[config.mk]
export PLATFORM = sky130hd
export DESIGN_NAME = control_barrera
export DESIGN_NICKNAME = d
export VERILOG_FILES = /design/src/rtl/estacionamiento_pkg.sv /design/src/rtl/control_barrera_temporizador.sv /design/src/rtl/control_barrera.sv
export SDC_FILE = /design/constraint.sdc
export NUM_CORES = 1
export LEC_CHECK = 0
export CORE_MARGIN = 3
export CORE_UTILIZATION = 47
export CTS_CLUSTER_DIAMETER = 120
export CTS_CLUSTER_SIZE = 30
export DETAILED_ROUTE_END_ITERATION = 12
export GPL_TIMING_DRIVEN = 0
export PLACE_DENSITY = 0.78
export SETUP_SLACK_MARGIN = 0.5
export SLEW_MARGIN = 20
export SYNTH_ARGS = -nofsm -noshare
export SYNTH_HDL_FRONTEND = slang
export SYNTH_SLANG_ARGS = --single-unit
export TNS_END_PERCENT = 10
[constraint.sdc]
create_clock -name clk -period 1.9 [get_ports clk]
set_input_delay 0.475 -clock clk [delete_from_list [all_inputs] [get_ports clk]]
set_output_delay 0.475 -clock clk [all_outputs]
set_load 0.01 [all_outputs]
[src/rtl/estacionamiento_pkg.sv]
// ============================================================================
// Module  : estacionamiento_pkg
// Purpose : Shared definitions for the parking-lot blocks: barrier FSM state
//           encoding, service direction constants and default count width.
// Ports   : none (package)
// Config  : none
// Rev     : 1.0  initial release
// ============================================================================
`default_nettype none

package estacionamiento_pkg;

    // Barrier controller states; explicit 2-bit encoding.
    typedef enum logic [1:0] {
        IDLE     = 2'd0,
        OPEN_IN  = 2'd1,
        OPEN_OUT = 2'd2,
        HOLD     = 2'd3
    } state_t;

    // Direction of the most recently granted request.
    localparam logic DIR_IN  = 1'b0;
    localparam logic DIR_OUT = 1'b1;

    // Default occupancy counter width.
    localparam int CW_DEFAULT = 3;

endpackage : estacionamiento_pkg

`default_nettype wire

[src/rtl/control_barrera_temporizador.sv]
// ============================================================================
// Module  : temporizador
// Purpose : Loadable, clearable, saturating up-counter with a runtime limit
//           compare. Shared by the passage-wait and close-delay phases.
// Ports   : clk, reset      - clock, synchronous active-high reset
//           clr_i           - clear count to zero (priority over load)
//           load_i/load_val_i - load an arbitrary start value
//           en_i            - count enable
//           limit_i         - compare value for done_o
//           done_o          - high while count equals limit_i
// Config  : none
// Rev     : 1.0  initial release
// ============================================================================
`default_nettype none

module temporizador #(
    parameter int TW = 6
) (
    input  logic          clk,
    input  logic          reset,
    input  logic          clr_i,
    input  logic          load_i,
    input  logic [TW-1:0] load_val_i,
    input  logic          en_i,
    input  logic [TW-1:0] limit_i,
    output logic          done_o
);

    logic [TW-1:0] cnt_q;

    always_ff @(posedge clk) begin
        if (reset) begin
            cnt_q <= '0;
        end else if (clr_i) begin
            cnt_q <= '0;
        end else if (load_i) begin
            cnt_q <= load_val_i;
        end else if (en_i && (cnt_q != '1)) begin
            // Saturate at all-ones so a long idle period never wraps.
            cnt_q <= cnt_q + 1'b1;
        end
    end

    assign done_o = (cnt_q == limit_i);

endmodule : temporizador

`default_nettype wire

[src/rtl/control_barrera.sv]
// ============================================================================
// Module  : control_barrera
// Purpose : Shared parking barrier controller. Latches entry/exit requests,
//           arbitrates round-robin, blocks entry when full and exit when
//           empty, opens the gate, waits for a passage or timeout, then holds
//           the gate open for a fixed close delay.
// Ports   : clk, reset            - clock, synchronous active-high reset
//           req_in / req_out      - request pulses (ticket / card reader)
//           car_entered/car_exited- passage pulses from the sensor decoder
//           count                 - current occupancy
//           gate_open             - barrier actuator, 1 = open
//           grant_in / grant_out  - entry / exit being served
//           full                  - registered count >= CAPACITY
//           timeout               - one-cycle pulse on passage-wait expiry
//           n_served, n_timeouts  - saturating statistics (optional)
// Config  : CONTROL_BARRERA_STATS_EN adds the n_served/n_timeouts outputs.
// Rev     : 1.0  initial release
// ============================================================================
`default_nettype none

module control_barrera
    import estacionamiento_pkg::*;
#(
    parameter int CAPACITY   = 7,
    parameter int CW         = CW_DEFAULT,
    parameter int WAIT_TICKS = 50,
    parameter int HOLD_TICKS = 10
) (
    input  logic          clk,
    input  logic          reset,
    input  logic          req_in,
    input  logic          req_out,
    input  logic          car_entered,
    input  logic          car_exited,
    input  logic [CW-1:0] count,
    output logic          gate_open,
    output logic          grant_in,
    output logic          grant_out,
    output logic          full,
    output logic          timeout
`ifdef CONTROL_BARRERA_STATS_EN
    ,
    output logic [7:0]    n_served,
    output logic [7:0]    n_timeouts
`endif
);

    localparam int TW = $clog2((WAIT_TICKS > HOLD_TICKS) ? WAIT_TICKS : HOLD_TICKS);

    state_t  state_q, state_d;
    logic    pend_in_q, pend_in_d;
    logic    pend_out_q, pend_out_d;
    logic    last_dir_q, last_dir_d;
    logic    timeout_d;
    logic    served_evt;
    logic    elig_in, elig_out;
    logic    tmr_done;
    logic [TW-1:0] tmr_limit;

    // Timer restarts on every state change; it serves both the passage wait
    // and the close delay, so only the compare limit differs.
    temporizador #(
        .TW (TW)
    ) u_tmr (
        .clk        (clk),
        .reset      (reset),
        .clr_i      (state_d != state_q),
        .load_i     (1'b0),
        .load_val_i ({TW{1'b0}}),
        .en_i       (1'b1),
        .limit_i    (tmr_limit),
        .done_o     (tmr_done)
    );

    always_comb begin
        state_d    = state_q;
        pend_in_d  = pend_in_q  | req_in;
        pend_out_d = pend_out_q | req_out;
        last_dir_d = last_dir_q;
        timeout_d  = 1'b0;
        served_evt = 1'b0;
        tmr_limit  = (state_q == HOLD) ? TW'(HOLD_TICKS - 1) : TW'(WAIT_TICKS - 1);

        // Eligibility looks at the live pulse too so a request in IDLE is
        // granted on the same edge that samples it.
        elig_in  = (pend_in_q  | req_in)  & ~full;
        elig_out = (pend_out_q | req_out) & (count != '0);

        unique case (state_q)
            IDLE: begin
                if (elig_in && (!elig_out || (last_dir_q == DIR_OUT))) begin
                    state_d    = OPEN_IN;
                    pend_in_d  = 1'b0;
                    last_dir_d = DIR_IN;
                end else if (elig_out) begin
                    state_d    = OPEN_OUT;
                    pend_out_d = 1'b0;
                    last_dir_d = DIR_OUT;
                end
            end
            OPEN_IN: begin
                if (car_entered) begin
                    state_d    = HOLD;
                    served_evt = 1'b1;
                end else if (tmr_done) begin
                    state_d   = HOLD;
                    timeout_d = 1'b1;
                end
            end
            OPEN_OUT: begin
                if (car_exited) begin
                    state_d    = HOLD;
                    served_evt = 1'b1;
                end else if (tmr_done) begin
                    state_d   = HOLD;
                    timeout_d = 1'b1;
                end
            end
            HOLD: begin
                if (tmr_done) begin
                    state_d = IDLE;
                end
            end
            default: state_d = IDLE;
        endcase
    end

    // Outputs are registered from the next state so they line up with the
    // state register without a decode stage after the flops.
    always_ff @(posedge clk) begin
        if (reset) begin
            state_q    <= IDLE;
            pend_in_q  <= 1'b0;
            pend_out_q <= 1'b0;
            last_dir_q <= DIR_OUT;
            gate_open  <= 1'b0;
            grant_in   <= 1'b0;
            grant_out  <= 1'b0;
            timeout    <= 1'b0;
            full       <= 1'b0;
        end else begin
            state_q    <= state_d;
            pend_in_q  <= pend_in_d;
            pend_out_q <= pend_out_d;
            last_dir_q <= last_dir_d;
            gate_open  <= (state_d != IDLE);
            grant_in   <= (state_d == OPEN_IN);
            grant_out  <= (state_d == OPEN_OUT);
            timeout    <= timeout_d;
            full       <= (count >= CW'(CAPACITY));
        end
    end

`ifdef CONTROL_BARRERA_STATS_EN
    logic [7:0] n_served_q;
    logic [7:0] n_timeouts_q;

    always_ff @(posedge clk) begin
        if (reset) begin
            n_served_q   <= 8'd0;
            n_timeouts_q <= 8'd0;
        end else begin
            if (served_evt && (n_served_q != 8'hFF)) begin
                n_served_q <= n_served_q + 8'd1;
            end
            if (timeout_d && (n_timeouts_q != 8'hFF)) begin
                n_timeouts_q <= n_timeouts_q + 8'd1;
            end
        end
    end

    assign n_served   = n_served_q;
    assign n_timeouts = n_timeouts_q;
`endif

endmodule : control_barrera

`default_nettype wire

==> results.toml, run 1 <==
[clocking]
numCtsBuffers = 3
cts_tree = "built"
cts.clk_slew.worst_paths_ns = 0.09
htree_levels = 1
root_buffer = "clkbuf_4"
clock_sinks = 16
clock_path_buffers = 2
clk_latency_ns = 0.29

[power]
p_int_mw = 1.022
report.power.total_mw = 1.773
power_density_nw_per_um2 = 1313
p_clk_share_pct = 10.2
switchingPower_uw = 751.1
swShare_pct = 42.37
p_leak_nw = 0.4630
ir_drop_uv = 1000
combPwrFrac_pct = 60.6
seq_power_share_pct = 29.2

[critical_path]
critical_path.max_fanout = 6
critPathLaunchType = "flop"
timing.rr.end = "u_tmr.cnt_q[2]$_SDFFE_PP0P_"
crit_path_end_kind = "flop"
cp.arrival_ns = 1.96
crit_buf_inv = 0
r2r_start = "state_q[0]$_SDFF_PP0_"
slowest_stage = "dfxtp_4"
cp_cell_sequence = "ha_4 -> nand4bb_4 -> a211o_1 -> a221o_1 -> o211ai_4 -> a211oi_1"
reg2reg_depth = 6
criticalPathCategory = "flop to flop"
r2r_setup_slack_ns = 0.11
cp_slowest_stage_delay_ns = 0.39
required_ns = 2.07
path_delay_family = "compound AO/OA/AOI/OAI gates"
cp.depth = 6

[route]
wl_per_cell_um = 15.11
wirelength_um = 2266
drt_iter0_drc = 14
ant_nets = 0
drc = 0
vias = 875
avgViaCountPerCell = 5.833
firstDrtPassIters = 4

[die]
core_region_area_um2 = 1821
dieArea_um2 = 2626
row_count = 15
fp.dieH_um = 51.25
initial_core_util_pct = 52.85
io_pins = 14
die_width_um = 51.25

[finish]
diodes = 0
final_nets = 143
drive_above_1_share_pct = 32.00
nFillCells = 136
final_util_pct = 74.16
multiInputGateArea_um2 = 718.2
area_growth_pct = 40.31
seq_area_um2 = 329.1

[worst_hold_path]
hp-start = "pend_in_q$_SDFF_PP0_"
hold_path_end = "pend_in_q$_SDFF_PP0_"
hold_depth = 2
min-delay-path-class = "flop to flop"

[sta]
drv_slew = 0
setup-tns-final_ns = 0
setup_violations = 0
tightest_slew_ns = 0.3932
finalCritPeriodShare_pct = 94.38
skew_ns = 0.003601
rsz0062_at_grt = "yes"
min_period_ns = 1.793
fmax_mhz = 557.7
max-slew-margin-rel_pct = 73.70
hold_viol_final = 0

[placed_design]
dp_hpwl_um = 1575
io_buffer_count = 13
gp_congestion = 0.8484

[logic_synthesis]
synthMuxAreaShare_pct = 2.341
synth-simple-area-share_pct = 18.34
synth_cell_type_count = 41
synth_compound_area_share_pct = 29.52
syn_inst = 100
synth-xor-area-share_pct = 2.731
synth_seq_area_share_pct = 33.29
syn-num-nets = 116
netlist_area_um2 = 962.2
synth_top_family_by_area = "compound AO/OA/AOI/OAI gates"
synthAdderAreaFrac_pct = 9.103
ys_ff_latch = 16
synth_area_per_cell_um2 = 9.622
yosys_warnings = 0

[grt]
grt_overflow = 0
grt_pass1_wl_um = 3788
grt_max_degree = 9
grt_pass1_vias = 795
grt_antenna_before_repair = 0
track_usage_pct = 19.32

[job]
maxCapViolCount = 0

[run_status]
outcome = "complete, no violations"
==> how the worst max path moves through the flow <==
stage / start / end / slack [ns]
floorplan: state_q[1]$_SDFF_PP0_ / u_tmr.cnt_q[5]$_SDFFE_PP0P_ / 0.29
global placement: count[0] / u_tmr.cnt_q[5]$_SDFFE_PP0P_ / -0.29
detailed placement: count[0] / u_tmr.cnt_q[5]$_SDFFE_PP0P_ / -0.34
CTS: state_q[1]$_SDFF_PP0_ / u_tmr.cnt_q[2]$_SDFFE_PP0P_ / 0.13
global route: state_q[1]$_SDFF_PP0_ / u_tmr.cnt_q[2]$_SDFFE_PP0P_ / 0.04
finish: state_q[0]$_SDFF_PP0_ / u_tmr.cnt_q[2]$_SDFFE_PP0P_ / 0.11
==> worst min-delay path: stages, from the launching register on <==
cell and delay [ns]:
dfxtp_1 0.33, nor2_1 0.10, a211oi_1 0.06
==> cell type report <==
class | count | area share, %
buffer | 2 | 1.112
clock buffer | 3 | 1.668
inverter | 10 | 3.151
multi-input combinational | 72 | 53.20
sequential | 16 | 24.37
tap | 25 | 2.317
timing repair buffer | 22 | 14.18
==> what timing repair did <==
item / in CTS / in global routing
gates resized for setup: 16 / 3
endpoints found under the setup margin: 19 / 19
setup buffers: 8 / 1
cloned: 0 / 0
hold buffers: 0 / 0
pin swaps: 6 / 2
==> metal layers <==
layer / track usage [%] / vias to the layer above / routed length, um
met5: 0 / - / 0
met4: 7.860 / 0 / 66
met3: 4.082 / 7 / 87
met2: 29.40 / 21 / 1065
met1: 26.38 / 415 / 1047
li1: - / 432 / -
==> Yosys cell counts <==
library cell	count	area share, %
and4_1	2	1.8
inv_2	1	0.39
or4_1	1	0.78
nand3_1	4	2.1
inv_1	9	3.5
or2_2	1	0.65
a41oi_1	1	0.91
or3_1	1	0.65
nor2_1	4	1.6
o21ba_2	1	1.0
o211ai_2	1	1.3
o21ai_0	4	2.1
nand4_1	1	0.65
nor3b_1	2	1.6
o32ai_4	1	2.9
dfxtp_1	16	33
o41ai_2	1	1.7
a311oi_1	2	1.8
nor3_1	4	2.1
o221ai_1	1	0.91
a221o_1	1	1.0
a22oi_1	1	0.78
a21oi_1	5	2.6
clkbuf_1	1	0.39
nor2b_1	1	0.65
nand2_1	4	1.6
a22oi_4	1	2.2
ha_1	7	9.1
o21bai_1	1	0.78
nand4bb_1	2	2.3
o21a_1	1	0.78
a2111oi_2	2	3.1
and3_1	2	1.3
xnor2_1	3	2.7
a211oi_1	4	3.1
o22ai_1	1	0.65
a211o_1	1	0.91
buf_1	1	0.39
a21oi_2	1	0.91
mux2i_4	1	2.3
nand2b_1	1	0.65
==> through the flow <==
stage               instances  setup WS (ns)  hold slack (ns)  instance area, um2
floorplan                 100         0.2904           0.4579                1013
detailed placement        138        -0.3383           0.5058                1175
global route              150        0.03537           0.5548                1350
CTS                       149         0.1347           0.5243                1321
finish                    150         0.1068           0.5188                1350
global placement          138        -0.2926           0.4907                1175
==> power groups by stage <==
| stage | Sequential [mW] | Combinational (mW) | Clock (mW) |
|---|---|---|---|
| floorplan | 0.515 | 0.639 | 0 |
| global placement | 0.510 | 0.831 | 0 |
| detailed placement | 0.516 | 0.865 | 0 |
| CTS | 0.514 | 1.06 | 0.179 |
| global route | 0.529 | 1.18 | 0.211 |
| finish | 0.517 | 1.07 | 0.181 |
==> cells by family after synthesis <==
| logic type | after synthesis |
|---|---|
| simple gates | 30 |
| flops | 16 |
| mux | 1 |
| compound gates | 31 |
| buf+inv | 12 |
| xor+xnor | 3 |
| fa+ha+maj | 7 |
==> cells in the final DEF, fill, tap and decap left out, types with 4 or more instances in the layout <==
cell type and instances:
dfxtp_1 13, buf_4 9, clkdlybuf4s50_1 8, inv_1 7, dlygate4sd2_1 5, a21oi_1 4, nor2_1 4, nand2_1 4
nand3_1 4, ha_1 4
==> flip-flops by register name, summed over array words and instances, names as in the netlist <==
register,flops
full,1
gate_open,1
grant_in,1
grant_out,1
last_dir_q,1
pend_in_q,1
pend_out_q,1
state_q,2
timeout,1
u_tmr.cnt_q,6
Power figures use the tool's default switching activity.
==> inputs of run 2 (changes only) <==
- CORE_MARGIN: 3 -> 8
==> run 2 against run 1 <==
Against the previous run:
- via count increased by 2.2%
- worst setup slack got worse by 0.095 ns
- flip-flop and latch count is the same
- fmax decreased by 5.0%
- critical path type unchanged
- critical endpoint unchanged
==> results.toml, run 2 (same netlist as run 1, synthesis figures left out) <==
[run_status]
outcome = "complete, no violations"

[sta]
finalCritPeriodShare_pct = 99.37
min_period_ns = 1.888
tightest_slew_ns = 0.4069
max-slew-margin-rel_pct = 72.78
skew_ns = 0.001381
drv_slew = 0
fmax_mhz = 529.7
rsz0062_at_grt = "yes"
hold_viol_final = 0
setup_violations = 0
postLayoutSetupSlackWorst_ns = 0.01202

[worst_hold_path]
hp-start = "pend_in_q$_SDFF_PP0_"
min-delay-path-class = "flop to flop"
hold_path_end = "pend_in_q$_SDFF_PP0_"
hold_depth = 2

[clocking]
clock_sinks = 16
numCtsBuffers = 3
cts_tree = "built"
cts.clk_slew.worst_paths_ns = 0.10
htree_levels = 1
clock_path_buffers = 2
ctsHoldBuffers = 0
clk_latency_ns = 0.30
root_buffer = "clkbuf_4"

[die]
die_width_um = 61.25
io_pins = 14
core_region_area_um2 = 1942
initial_core_util_pct = 49.55
dieArea_um2 = 3751
row_count = 16
fp.dieH_um = 61.25

[finish]
largest_reg_flops = 6
diodes = 0
final_cell_mix = "13 x dfxtp_1, 7 x inv_1, 6 x dlymetal6s2s_1"
seq_area_um2 = 329.1
multiInputGateArea_um2 = 743.2
drive_above_1_share_pct = 31.40
reg_top3 = "u_tmr.cnt_q x6, state_q x2"
area_growth_pct = 42.52
nFillCells = 144
final_nets = 138
final_common_cell = "dfxtp_1"
largest_register = "u_tmr.cnt_q"
final_util_pct = 70.62

[power]
p_leak_nw = 0.5411
ir_drop_uv = 1089
combPwrFrac_pct = 59.8
swShare_pct = 44.82
p_clk_share_pct = 12.6
power_density_nw_per_um2 = 1356
switchingPower_uw = 833.3
seq_power_share_pct = 27.6
p_int_mw = 1.026

[critical_path]
startpoint = "state_q[0]$_SDFF_PP0_"
cp_cell_sequence = "ha_4 -> nand4bb_1 -> a21oi_1 -> nand3_1 -> a22oi_4 -> a211oi_1"
critPathLaunchType = "flop"
cp.arrival_ns = 2.06
required_ns = 2.08
timing.rr.end = "u_tmr.cnt_q[2]$_SDFFE_PP0P_"
r2r_start = "state_q[0]$_SDFF_PP0_"
path_delay_family = "compound AO/OA/AOI/OAI gates"
cp_slowest_stage_delay_ns = 0.39
crit_buf_inv = 0
crit_path_end_kind = "flop"
criticalPathCategory = "flop to flop"
r2r_setup_slack_ns = 0.01
reg2reg_depth = 6
critical_path.max_fanout = 6
slowest_stage = "dfxtp_4"

[grt]
top_usage_layer = "met2"
met2_usage_pct = 23.28
grt_antenna_before_repair = 0
track_usage_pct = 13.47
grt_max_degree = 11
grt_use_met1_pct = 15.36
grt_pass1_vias = 870
grt_overflow = 0
grt_pass1_wl_um = 3843
grt.met3_usage_pct = 3.132

[route]
avgViaCountPerCell = 6.041
ant_nets = 0
drc = 0
wl_per_cell_um = 17.74
firstDrtPassIters = 4
drt_iter0_drc = 36
vias = 894
wirelength_um = 2625

[placed_design]
dp_hpwl_um = 1642
io_buffer_count = 13
gp_congestion = 0.8710
place_ws_ns = -0.3592

[job]
maxCapViolCount = 0
==> run 2: how the worst max path moves through the flow <==
| stage | endpoint | slack, ns | cells past startpoint |
|---|---|---|---|
| 2_1_floorplan | u_tmr.cnt_q[5]$_SDFFE_PP0P_ | 0.29 | 6 |
| 3_3_place_gp | u_tmr.cnt_q[5]$_SDFFE_PP0P_ | -0.29 | 6 |
| 3_5_place_dp | u_tmr.cnt_q[1]$_SDFFE_PP0P_ | -0.36 | 6 |
| 4_1_cts | u_tmr.cnt_q[1]$_SDFFE_PP0P_ | 0.12 | 7 |
| 5_1_grt | u_tmr.cnt_q[3]$_SDFFE_PP0P_ | -0.03 | 6 |
| 6_report | u_tmr.cnt_q[2]$_SDFFE_PP0P_ | 0.01 | 6 |
==> run 2: worst min-delay path: stages (launching register included) <==
cell and delay, ns:
dfxtp_1 0.33, nor2_1 0.13, a211oi_2 0.06
==> run 2: area by class of cell <==
type	count	share of cell area, %
Clock buffer	4	2.646
Multi-Input combinational cell	72	54.20
Timing Repair Buffer	17	12.50
Inverter	10	3.102
Sequential cell	16	24.00
Buffer	2	1.095
Tap cell	27	2.463
==> run 2: repair_timing <==
item                       CTS  global route
setup buffers                3             1
pin swaps                    4             6
setup endpoints to repair   20            18
gates resized for setup     11            19
==> run 2: per-stage QoR <==
step | cell area [um2] | total power, mW | hold WS [ns] | setup TNS, ns | std cells
4_1_cts | 1281 | 1.688 | 0.5412 | 0 | 147
3_3_place_gp | 1177 | 1.338 | 0.4991 | -2.435 | 140
6_report | 1371 | 1.859 | 0.5583 | 0 | 148
5_1_grt | 1371 | 1.952 | 0.5956 | -0.1387 | 148
2_1_floorplan | 1013 | 1.154 | 0.4579 | 0 | 100
3_5_place_dp | 1177 | 1.373 | 0.5165 | -2.958 | 140
==> run 2: routing by layer <==
layer / routed length, um / vias to the layer above / share of wire (%)
met3: 153 / 5 / 5.8
met2: 1299 / 41 / 49
met4: 33 / 0 / 1.3
met1: 1138 / 426 / 43
li1: - / 422 / -
met5: 0 / - / 0
==> run 2: power by group through the flow <==
| stage | Sequential (mW) | Combinational (mW) | Clock [mW] |
|---|---|---|---|
| final | 0.512 | 1.11 | 0.235 |
| after global routing | 0.521 | 1.19 | 0.244 |
| after CTS | 0.509 | 0.946 | 0.233 |
| after floorplan | 0.515 | 0.639 | 0 |
| after global placement | 0.508 | 0.831 | 0 |
| after detailed placement | 0.510 | 0.863 | 0 |
==> inputs of run 3 (changes only) <==
- ABC_AREA: unset -> 0
- SLEW_MARGIN: 20 -> unset
==> results of run 3 <==
Final layout, timing and power as in run 2 (identical DEF).
